File: config.mk
export PLATFORM = sky130hd
export DESIGN_NAME = fdse_shift_bank
export DESIGN_NICKNAME = d
export VERILOG_FILES = /design/src/rtl/fdse_shift_bank.sv
export SDC_FILE = /design/constraint.sdc
export NUM_CORES = 1
export LEC_CHECK = 0
export ABC_AREA = 0
export BUFFER_PORTS_ARGS = -buffer_cell sky130_fd_sc_hd__buf_4
export CORE_AREA = 5 5 137 139
export CTS_BUF_LIST = sky130_fd_sc_hd__clkbuf_4 sky130_fd_sc_hd__clkbuf_8
export DETAILED_ROUTE_END_ITERATION = 10
export DIE_AREA = 0 0 142 144
export PLACE_DENSITY = 0.6
export SYNTH_ARGS = -nofsm -noshare
export SYNTH_HDL_FRONTEND = slang
export SYNTH_SLANG_ARGS = --single-unit
File: constraint.sdc
create_clock -name C -period 6.8 [get_ports C]
set_input_delay 0 -clock C [delete_from_list [all_inputs] [get_ports C]]
set_output_delay 0 -clock C [all_outputs]
set_load 0.1 [all_outputs]
File: src/rtl/fdse_shift_bank.sv
// fdse_shift_bank: WIDTH-bit, DEPTH-stage clock-enabled shift register.
// It has an asynchronous clear, a synchronous set, a tap with a clamped
// address, and a fill tracker. It is a multi-bit successor to the FDSE
// primitive and is intended for SRL-style delay lines.
module fdse_shift_bank #(
  parameter int unsigned      WIDTH         = 8,
  parameter int unsigned      DEPTH         = 16,
  parameter int unsigned      AW            = (DEPTH > 1) ? $clog2(DEPTH) : 1,
  parameter logic [WIDTH-1:0] INIT          = {WIDTH{1'b0}},
  parameter logic             IS_C_INVERTED = 1'b0,
  parameter logic             IS_D_INVERTED = 1'b0,
  parameter logic             IS_S_INVERTED = 1'b0
) (
  input  logic             C,
  input  logic             CLR,
  input  logic             CE,
  input  logic             S,
  input  logic [WIDTH-1:0] D,
  input  logic [AW-1:0]    A,
  output logic [WIDTH-1:0] Q,
  output logic [WIDTH-1:0] Q_LAST,
  output logic             FILLED
);

  localparam int unsigned    CW       = $clog2(DEPTH + 1);
  localparam logic [CW-1:0]  CNT_FULL = CW'(DEPTH);
  localparam logic [AW-1:0]  TAP_MAX  = AW'(DEPTH - 1);

  // The power-up contents come from INIT. A clear always forces zero, not INIT.
  logic [WIDTH-1:0] stage_q [DEPTH] = '{default: INIT};
  logic [WIDTH-1:0] stage_d [DEPTH];
  logic [CW-1:0]    cnt_q = '0;
  logic [CW-1:0]    cnt_d;

  logic             clk_s;
  logic             set_s;
  logic [WIDTH-1:0] din_s;
  logic [AW-1:0]    tap_idx_s;

  // Inversion parameters are folded in once, so the logic below only sees
  // an active-high set and a rising edge.
  assign clk_s = C ^ IS_C_INVERTED;
  assign set_s = S ^ IS_S_INVERTED;
  assign din_s = D ^ {WIDTH{IS_D_INVERTED}};

  // Next-state: set overrides shift, shift overrides hold.
  always_comb begin
    stage_d = stage_q;
    cnt_d   = cnt_q;
    if (set_s) begin
      for (int k = 0; k < DEPTH; k++) begin
        stage_d[k] = {WIDTH{1'b1}};
      end
      cnt_d = CNT_FULL;
    end else if (CE) begin
      stage_d[0] = din_s;
      for (int k = 1; k < DEPTH; k++) begin
        stage_d[k] = stage_q[k-1];
      end
      if (cnt_q == CNT_FULL) begin
        cnt_d = cnt_q;
      end else begin
        cnt_d = cnt_q + CW'(1);
      end
    end else begin
      stage_d = stage_q;
      cnt_d   = cnt_q;
    end
  end

  // State register: the clear acts on its level, and while it is high it
  // masks every active edge.
  always_ff @(posedge clk_s or posedge CLR) begin
    if (CLR) begin
      for (int k = 0; k < DEPTH; k++) begin
        stage_q[k] <= '0;
      end
      cnt_q <= '0;
    end else begin
      stage_q <= stage_d;
      cnt_q   <= cnt_d;
    end
  end

  // Tap address clamp: an address past the last stage reads the last stage
  // instead of indexing out of range.
  always_comb begin
    tap_idx_s = A;
    if (A > TAP_MAX) begin
      tap_idx_s = TAP_MAX;
    end else begin
      tap_idx_s = A;
    end
  end

  assign Q      = stage_q[tap_idx_s];
  assign Q_LAST = stage_q[DEPTH-1];
  assign FILLED = (cnt_q == CNT_FULL);

endmodule

# Word level (Yosys, flattened, before mapping)
# Index checks and enable logic that the tools add are counted.
[classes]
add_sub_neg = 1
magnitude_cmp = 2
eq_ne = 2
mux = 9
bitwise = 1
reduce_logical = 2
[op_table]
columns = ["op", "n"]
rows = [
  ["two-way mux 128 bit", 2],
  ["binary-select mux 8 bit (select 4 bit)", 1],
  ["two-way mux 8 bit", 2],
  ["two-way mux 5 bit", 3],
  ["adder 5 x 1 -> 5 bit, second input constant", 1],
  ["== test 5 bit, second input constant", 1],
  [">= comparator 5 bit, second input constant", 1],
  ["NOT 4 -> 5 bit", 1],
  ["> comparator 4 bit, second input constant", 1],
  ["two-way mux 4 bit", 1],
  ["!= test 2 bit, second input constant", 1],
  ["AND reduction 2 bit", 1],
  ["nonzero test 2 bit", 1],
]
[totals]
regBits = 133
input_bits = 16
out_inout_bits = 17

# Longest topological paths before layout
# Gate-level depths: netlist of run 1.
[depth]
word_depth = 6
depth_mapped = 6

# Worst setup path before layout of run 1
# Ideal clock, no wire load.
[synth_path]
kind = "register to register"
start = "register cnt_q[0]"
end = "register cnt_q[0]"
setup_time_ns = 0.137
arrival_ns = 1.712
required_ns = 6.663
slack_ns = 4.952
stages_incl_launch_ff = 6
n_path_buf = 0
cell_sequence = "dfrtp_1 inv_1 ha_1 and4bb_1 or3_1 a21oi_1"
[synth_between]
word_cells_on_any_way = 7
cone_classes = "add/sub: 1; eq/ne: 2; mux: 3; reduce/logical: 1"
[synth_lines]
columns = ["item", "line", "text"]
rows = [
  ["start, declared", "32", "logic [CW-1:0] cnt_q = '0;"],
  ["start signal, assigned", "81", "cnt_q <= cnt_d;"],
  ["== test 5 bit", "--", ""],
  ["net FILLED", "22", "output logic FILLED"],
  ["!= test 2 bit (no source line)", "--", ""],
  ["AND reduction 2 bit (no source line)", "--", ""],
]
# The timed path passes the listed nets, and every way through them passes these cells. The select of a mux whose other input is x is not followed.
# A chain may end at the register's enable or synchronous reset.

# Final worst setup path of run 1
[layout_path]
start = "register stage_q[100] (netlist bit)"
end = "output port Q[4]"
[layout_between]
elab_chain_len = 3
[layout_rtl]
columns = ["item", "line", "text"]
rows = [
  ["start, declared", "30", "logic [WIDTH-1:0] stage_q [DEPTH] = '{default: INIT};"],
  ["start signal, assigned", "80", "stage_q <= stage_d;"],
  ["binary-select mux 8 bit (select 4 bit)", "96", "assign Q = stage_q[tap_idx_s];"],
  ["two-way mux 8 bit (not written as such) (2 in series)", "96", ""],
  ["end, declared", "20", "output logic [WIDTH-1:0] Q,"],
]
# Every way passes these cells. The select of a mux whose other input is x is not followed.

==> results of run 1 <==
power by group:
group / switching [mW] / leakage, nW / total (mW) / internal, mW
logic: 0.180 / 1.19 / 0.295 / 0.116
registers: 0.0363 / 1.33 / 0.875 / 0.838
clock network: 0.281 / 0.220 / 0.679 / 0.398
worst max-delay path by stage:
stage	start	endpoint	slack, ns
global placement	CE	cnt_q[2]	4.75
global route	stage_q[100]	Q[4]	4.72
finish	stage_q[100]	Q[4]	4.80
detailed placement	CE	cnt_q[2]	4.73
floorplan	CLR	Q_LAST[0]	3.25
CTS	stage_q[100]	Q[4]	4.78
worst min-delay path, delay by kind of cell:
family,cells,cell delay [ns]
buf+inv,1,0.24
simple gates,1,0.17
compound gates,1,0.10
stage by stage:
stage / hold WS, ns / util [%]
floorplan: 0.124 / -
global placement: 0.211 / 39.1
detailed placement: 0.215 / 39.1
CTS: 0.0883 / 42.0
global route: 0.118 / 42.0
finish: 0.118 / 42.0
synth_stat cells, drive strengths merged:
cell type  count  area share (%)
a211o        128              17
a21oi          3            0.23
a22oi         16             1.8
and2          55             5.2
and4bb         1            0.19
buf           34             3.2
clkbuf        29             1.7
dfrtp        133              50
ha             2            0.38
inv            4            0.23
mux4          32              11
nand2         10            0.57
nand2b         1           0.095
nand3b         1            0.11
nand4          2            0.19
nor2           2            0.11
nor2b         76             7.2
o21ai          2            0.15
or3            2            0.19
xor2           2            0.27
logic make-up (layout without fill, tap and decap cells):
logic type | after synthesis | count (layout)
buf+inv | 67 | 82
xor+xnor | 2 | 2
fa+ha+maj | 2 | 2
compound gates | 149 | 149
flops | 133 | 133
simple gates | 150 | 150
mux | 32 | 32
layer usage:
metal	global-route usage [%]	routed length [µm]	vias up
li1	-	-	1963
met1	19.8	6580	2243
met2	22.7	6670	70
met3	4.00	527	11
met4	4.65	173	0
met5	0	0	-
final cells by class:
type / instances / area share (%)
Clock buffer: 29 / 4.74
Clock inverter: 3 / 0.883
Inverter: 4 / 0.238
Multi-Input combinational cell: 335 / 40.0
Sequential cell: 133 / 45.2
Tap cell: 229 / 3.89
Timing Repair Buffer: 46 / 5.08
registers in the layout, indices dropped and copies added (netlist names):
register	flops
Q_LAST	8
stage_q	120
cnt_q	5
repair_timing:
action / 4_1_cts / 5_1_grt
setup buffers: 0 / 0
hold buffers: 10 / 0
hold endpoints to repair: 74 / 0
==> results.txt, run 1 <==
Run status - complete, no violations
XOR/XNOR share of the synthesized area - 0.265%
First-pass GRT wire length - 23.5 mm
Total global routing overflow - 0
Initial antenna violation count - 0
# clock sinks - 133
CP bufs+invs - 1
Post-DR vias/cell - 5.50
Worst slew pin tran - 1.07 ns
Slew Viols, Final - 0
Register area share after synthesis - 50.4%
RSZ-0062 raised after global routing - false
Register Area - 0.00333 mm²
Period utilization - 29.4%
Final non-filler cell total - 779
Register bit total from synthesis - 133
R2R depth - 5
Post-Syn Nets - 553
CP arrival - 2.00 ns
Avg Cell Area, Syn - 12.4 µm²
Final WL - 14.0 mm
Worst path max stage delay - 0.48 ns
Area of the multi-input gates - 0.00295 mm²
# DRC - 0
Fillers - 1,696
Max_slew headroom - 28.6%
Maximum vdd ir drop - 0.146 mV
Syn Inst Count - 535
Pre-CTS setup slack - 4.73 ns
Netlist cell types - 24
Critical path type - reg -> out
Max Fanout on Critical Path - 3
GP Congestion - 0.720
Largest delay contributor family on the critical path - multiplexers
I/O pin total - 33
Adder-Cell Fraction of Synth Area - 0.379%
Post-synthesis mux area share - 10.9%
YS warnings - 0
Vias in the first global route - 4,471
IO buf count - 32
Slowest CP cell - mux4_2
Die area - 0.0204 mm²
Initial core utilization - 37.7%
Cts repair resizes - 0
Layout cells sized above 1 - 18.4%
Most frequent cells in the layout - dfrtp_1 (133), a211o_1 (128), nor2b_1 (76)
Reg-to-Reg Start - cnt_q[0]
CP cell instances - mux4_2 > a22oi_1 > nand2_1 > buf_4
Hold depth - 3
P&R area growth vs syn - 11.4%
Maximum clock path buffer count - 2
CTS root buffer - clkbuf_8
Design Power - 1.85 mW
Area of the core - 0.0175 mm²
Reg2reg end - cnt_q[2]
R2r setup slk - 5.34 ns
Tightest Hold Check Type - in -> reg
Setup-failing EPs final - 0
Routed Antenna Nets - 0
CP Launch Type - flip-flop
Hold Path Sink - stage_q[37]
Post-DP HPWL - 8.08 mm
Max Cap Violations - 0
Final #Nets - 555
Fin. Hold Viols - 0
Period minus WS final - 2.00 ns
Fin area - 0.00737 mm²
CTS tree - built
CP required - 6.80 ns
Post-synthesis simple-gate area fraction - 13.9%
Largest family of logic cells by synthesized area - compound AO/OA/AOI/OAI gates
Antenna Cells - 0
Leakage - 2.73 nW
Rows - 49
CTS Buf Count - 17
Die Wd - 142 µm
Commonest non-fill, non-tap cell in the layout - dfrtp_1
Critical path endpoint category - output port
Drt wl/cell - 17.9 µm
Worst-Skew Late Latency - 0.44 ns
PnR worst setup slack - 4.80 ns
DP Cell Count - 737
1st-pass router iterations - 4
Die Y - 144 µm
Synth Area in Compound Gates - 19.2%
Clock slew at reported path FFs - 0.07 ns
H-tree depth - 4
Crit path depth - 4
Tot GR Track Use - 14.5%
Mapped Area - 0.00661 mm²
Via count - 4,287
Pin count of the biggest net entering global routing - 121
Starting DRT DRC Count - 393
Placed cell areas - 0.00685 mm²
Power per Cell Area - 251 mW/mm²
Worst hold start - CE
Worst Skew - 0.00800 ns
Final setup TNS - 0 ns
Fmax - 0.500 GHz
Power figures use the tool's default switching activity.
==> run 2, diff against run 1 <==
clock period = 2 ns   (was 6.8 ns; I/O delays follow)
==> run 2 against run 1 <==
Net effect: sequential cell count unchanged; sequential share of layout area shrank 1.1 points; clock power grew to 3.5 times the previous value; core utilization grew 1.1 points; critical path type unchanged; global-route usage up 0.34 points; largest power group unchanged; clock-buffer cell count down 7; critical path depth did not move; largest cell class unchanged; register-to-register slack got worse by 4.9 ns; clock skew increased by 0.0016 ns; die area stayed put; total power rose to 3.5 times the previous value; setup slack got worse by 4.7 ns.
==> results.txt, run 2 (same netlist as run 1, synthesis figures left out) <==
Run status - complete, no violations
Most frequent cells in the layout - dfrtp_1 (133), a211o_1 (128), nor2b_1 (76)
Final #Nets - 566 (+2.0%)
Setup-failing EPs final - 0 (unchanged)
# DRC - 0 (unchanged)
CTS Buf Count - 17 (unchanged)
Drt wl/cell - 17.7 µm (-1.0%)
Period utilization - 94.6%
Initial antenna violation count - 0 (unchanged)
P_int - 4.62 mW (+240%)
Vias in the first global route - 4,510 (+0.87%)
Comb power frac - 16.4% (+0.4 points)
IO buf count - 32 (unchanged)
Total global routing overflow - 0 (unchanged)
Die Wd - 142 µm (unchanged)
Slew Viols, Final - 0 (unchanged)
Reg2reg end - stage_q[123]
Crit path capture - Q[0]
Post-DP HPWL - 8.16 mm (+0.94%)
GP Congestion - 0.748 (+3.9%)
Number of flip-flops in the largest register - 120 (unchanged)
Worst-Skew Late Latency - 0.44 ns (about the same)
Commonest non-fill, non-tap cell in the layout - dfrtp_1
Register Area - 0.00333 mm² (unchanged)
Die area - 0.0204 mm² (unchanged)
Reg-to-Reg Start - stage_q[123]
Post-DR vias/cell - 5.52 (+0.31%)
Rows - 49 (unchanged)
Clock slew at reported path FFs - 0.07 ns (about the same)
1st-pass router iterations - 4 (unchanged)
Initial core utilization - 37.7% (unchanged)
Starting DRT DRC Count - 324 (-18%)
CP Launch Point - Q_LAST[0]
I/O pin total - 33 (unchanged)
Critical path endpoint category - output port
Fin area - 0.00756 mm² (+2.6%)
Leakage - 2.81 nW (+2.8%)
Largest reg by FF count - stage_q
Power per Cell Area - 844 mW/mm² (+240%)
Tot GR Track Use - 14.9% (+0.34 points)
R2R depth - 3 (-2)
H-tree depth - 4 (unchanged)
Max_slew headroom - 57.7% (+29 points)
RSZ-0062 raised after global routing - false
Reported net switching power - 1.75 mW (+250%)
Final WL - 14.0 mm (+0.37%)
Pin count of the biggest net entering global routing - 105 (-13%)
Fin. Hold Viols - 0 (unchanged)
Flop pwr share - 46.6% (-0.7 points)
Sw frac - 27.5% (+0.62 points)
Worst Skew - 0.00956 ns (+0.00156 ns)
Die Y - 144 µm (unchanged)
Maximum vdd ir drop - 0.466 mV (+220%)
CTS tree - built
Post-CTS Setup Bufs - 0 (unchanged)
Via count - 4,361 (+1.7%)
Antenna Cells - 0 (unchanged)
Maximum clock path buffer count - 2 (unchanged)
Area of the multi-input gates - 0.00296 mm² (+0.51%)
CP required - 2.00 ns (-4.80 ns)
CP arrival - 1.89 ns (-0.11 ns)
Max Cap Violations - 0 (unchanged)
Fillers - 1,648 (-2.8%)
Fmax - 0.528 GHz
Max Fanout on Critical Path - 3 (unchanged)
Final setup TNS - 0 ns (unchanged)
First-pass GRT wire length - 24.1 mm (+2.8%)
R2r setup slk - 0.45 ns (-4.89 ns)
CTS root buffer - clkbuf_8
Tightest Hold Check Type - in -> reg
Critical path type - reg -> out
Layout cells sized above 1 - 20.1% (+1.8 points)
Routed Antenna Nets - 0 (unchanged)
CP Launch Type - flip-flop
Worst slew pin tran - 0.635 ns (-0.436 ns)
Area of the core - 0.0175 mm² (unchanged)
P&R area growth vs syn - 14.3%
# clock sinks - 133 (unchanged)
Period minus WS final - 1.89 ns
Clock power share - 37.0% (+0.3 points)
Placed cell areas - 0.00700 mm² (+2.1%)
run 2: cell count changes in the layout (fill, tap and decap cells not counted), sizes merged:
cell | before | now
dlygate4sd3 | 10 | 12
clkbuf | 29 | 22
bufinv | 2 | 3
inv | 3 | 2
clkinv | 2 | 7
buf | 36 | 45
clkinvlp | 0 | 2
run 2: worst min-delay path by stage:
stage,to,cells after the start,start,slack [ns]
floorplan,stage_q[120],1,D[0],0.12
global placement,stage_q[57],2,CLR,0.1
detailed placement,stage_q[57],2,CLR,0.1
CTS,cnt_q[1],4,CE,0.11
global route,cnt_q[1],4,CE,0.14
finish,stage_q[67],4,CE,0.16
run 2: what timing repair did:
action / in CTS / in global routing
endpoints found under the hold margin: 44 / 0
hold buffers: 12 / 0
setup endpoints to repair: 0 / 4
gates resized for setup: 0 / 5
run 2: final cells by class:
type                            count  share of cell area, %
Clock buffer                       22                   3.84
Clock inverter                     10                   1.69
Inverter                            4                  0.248
Multi-Input combinational cell    335                   39.2
Sequential cell                   133                   44.0
Tap cell                          229                   3.79
Timing Repair Buffer               57                   7.20
run 2: power groups by stage:
stage,Sequential [mW],Clock (mW),Combinational (mW)
after floorplan,2.97,0,0.838
after global placement,3.01,0,1.01
after detailed placement,3.02,0,1.03
after CTS,2.97,2.43,1.05
after global routing,2.99,2.54,1.14
final,2.97,2.36,1.05
run 2: worst max-delay path: stages (launching register included):
cell and delay [ns]:
dfrtp_1 0.42, mux4_2 0.51, a22oi_1 0.18, nand2_1 0.10, buf_4 0.24
run 2: metal layers:
metal | track usage (%) | share of wire (%)
met1 | 20.7 | 47
met2 | 22.9 | 48
met3 | 4.07 | 4.8
met4 | 4.39 | 0.83
met5 | 0 | 0
run 2: stage by stage:
step	total power, mW	util (%)	hold slack, ns	setup WS (ns)	instances
after floorplan	3.81	-	0.124	0.152	535
after global placement	4.02	39.9	0.0981	0.453	746
after detailed placement	4.05	39.9	0.0992	0.458	746
after CTS	6.46	43.0	0.111	0.0312	790
after global routing	6.68	43.1	0.143	0.000103	790
final	6.38	43.1	0.160	0.108	790
==> run 3, diff against run 2 <==
clock period = 2.3 ns   (was 2 ns; I/O delays follow)
==> run 3 against run 2 <==
Net effect: worst hold slack worse by 0.11 ns; sequential cell count unchanged; total power down 11%; routed wire length down 1.1%; largest cell class unchanged; die area unchanged; non-clock buffer count down 6.
==> results.txt, run 3 (same netlist as run 1, synthesis figures left out) <==
Tot GR Track Use - 14.4% (-0.47 points)
Final WL - 13.8 mm (-1.1%)
PnR worst setup slack - 0.357 ns (+0.249 ns)
Period minus WS final - 1.94 ns
GP Congestion - 0.723 (-3.3%)
Post-CTS Setup Bufs - 0 (unchanged)
Drt wl/cell - 17.7 µm (-0.39%)
Critical path endpoint category - output port
Final setup TNS - 0 ns (unchanged)
Die Y - 144 µm (unchanged)
Initial antenna violation count - 0 (unchanged)
Worst Skew - 0.00879 ns (-0.000771 ns)
Hold WS - 0.0525 ns (-0.108 ns)
Comb power frac - 15.6% (-0.8 points)
Area of the core - 0.0175 mm² (unchanged)
CP Launch Type - flip-flop
Max Cap Violations - 0 (unchanged)
CTS root buffer - clkbuf_8
Clock power share - 38.9% (+1.9 points)
Tightest Hold Check Type - in -> reg
Worst path max stage delay - 0.47 ns (-0.04 ns)
Post-DR vias/cell - 5.52 (about the same)
Max Fanout on Critical Path - 3 (unchanged)
Starting DRT DRC Count - 290 (-10%)
Vias in the first global route - 4,321 (-4.2%)
Run status - complete, no violations
RSZ-0062 raised after global routing - false
Area of the multi-input gates - 0.00295 mm² (-0.51%)
Flop pwr share - 45.5% (-1.1 points)
Rows - 49 (unchanged)
CP cell instances - mux4_2 > a22oi_1 > nand2_1 > buf_4
Fin. Hold Viols - 0 (unchanged)
Fin area - 0.00749 mm² (-0.88%)
Leakage - 2.78 nW (-0.84%)
Power per Cell Area - 758 mW/mm² (-10%)
Clock slew at reported path FFs - 0.08 ns (about the same)
H-tree depth - 4 (unchanged)
Layout cells sized above 1 - 19.3% (-0.86 points)
Fmax - 0.515 GHz
Maximum clock path buffer count - 2 (unchanged)
# clock sinks - 133 (unchanged)
Final non-filler cell total - 784 (-0.76%)
Antenna Cells - 0 (unchanged)
CP required - 2.30 ns (+0.30 ns)
Final #Nets - 560 (-1.1%)
Worst-Skew Late Latency - 0.44 ns (about the same)
P&R area growth vs syn - 13.3%
CP arrival - 1.94 ns (+0.05 ns)
IO buf count - 32 (unchanged)
# DRC - 0 (unchanged)
Fillers - 1,656 (+0.49%)
Pre-CTS setup slack - 0.611 ns (+0.153 ns)
Number of flip-flops in the largest register - 120 (unchanged)
Die area - 0.0204 mm² (unchanged)
Slew Viols, Final - 0 (unchanged)
Max_slew headroom - 53.9% (-3.7 points)
Largest reg by FF count - stage_q
Maximum vdd ir drop - 0.380 mV (-18%)
Via count - 4,325 (-0.83%)
Worst slew pin tran - 0.691 ns (+0.0561 ns)
Most frequent cells in the layout - dfrtp_1 (133), a211o_1 (128), nor2b_1 (76)
Register Area - 0.00333 mm² (unchanged)
Die Wd - 142 µm (unchanged)
First-pass GRT wire length - 23.0 mm (-4.6%)
Period utilization - 84.5%
Placed cell areas - 0.00695 mm² (-0.68%)
Setup-failing EPs final - 0 (unchanged)
Reported net switching power - 1.53 mW (-13%)
CTS Buf Count - 17 (unchanged)
Routed Antenna Nets - 0 (unchanged)
DP Cell Count - 743 (-0.40%)
Pin count of the biggest net entering global routing - 137 (+30%)
1st-pass router iterations - 4 (unchanged)
Total global routing overflow - 0 (unchanged)
Sw frac - 26.9% (-0.58 points)
Initial core utilization - 37.7% (unchanged)
CTS tree - built
I/O pin total - 33 (unchanged)
P_int - 4.15 mW (-10%)
Slowest CP cell - mux4_2
Post-DP HPWL - 8.04 mm (-1.5%)
Commonest non-fill, non-tap cell in the layout - dfrtp_1
Critical path type - reg -> out
==> run 3: cell count changes in the layout (fill, tap and decap cells not counted), sizes merged <==
cell	delta
buf	-3
dlygate4sd3	-3
clkinv	-2
bufinv	+1
clkbuf	+1
==> run 3: final cells by class <==
type	count	share of cell area (%)
sequential	133	44.4
multi-input combinational	335	39.3
timing repair buffer	51	6.13
clock buffer	23	4.06
tap	229	3.83
clock inverter	9	1.97
inverter	4	0.251
==> run 3: power groups by stage <==
stage	clock network, mW	logic, mW	registers (mW)
after floorplan	0	0.729	2.59
after global placement	0	0.866	2.62
after detailed placement	0	0.885	2.63
after CTS	2.27	0.900	2.58
after global routing	2.39	0.961	2.60
final	2.21	0.884	2.58
==> run 3: through the flow <==
stage / power (mW) / utilization, %
CTS: 5.75 / 42.7
global placement: 3.49 / 39.6
floorplan: 3.32 / -
detailed placement: 3.51 / 39.6
global route: 5.95 / 42.7
finish: 5.67 / 42.7
==> run 3: worst max-delay path, delay by kind of cell, from the launching register on <==
family,cells,cell delay [ns]
flops,1,0.41
buf+inv,1,0.24
compound gates,1,0.27
simple gates,1,0.11
mux,1,0.47
==> run 3: timing repair <==
item,4_1_cts,5_1_grt
hold buffers,9,0
gates resized for setup,0,0
endpoints found under the hold margin,141,0
==> run 3: final timing paths <==
path / from / end / slack, ns / cells past startpoint
worst min register to register: stage_q[73] / stage_q[65] / 0.50 / 1
worst max-delay path: stage_q[97] / Q[1] / 0.36 / 4
min in group asynchronous: CLR / stage_q[41] / 0.21 / 4
worst min-delay path: CE / cnt_q[1] / 0.05 / 3
max in group asynchronous: CLR / stage_q[91] / 1.57 / 4
worst max register to register: cnt_q[0] / cnt_q[2] / 0.85 / 5
==> run 3: per-layer routing <==
layer | vias to the layer above | global-route usage (%) | part of all wire, %
met5 | - | 0 | 0
met4 | 0 | 5.00 | 1.3
met2 | 70 | 21.9 | 48
li1 | 1972 | - | -
met1 | 2272 | 20.2 | 46
met3 | 11 | 3.51 | 4.2
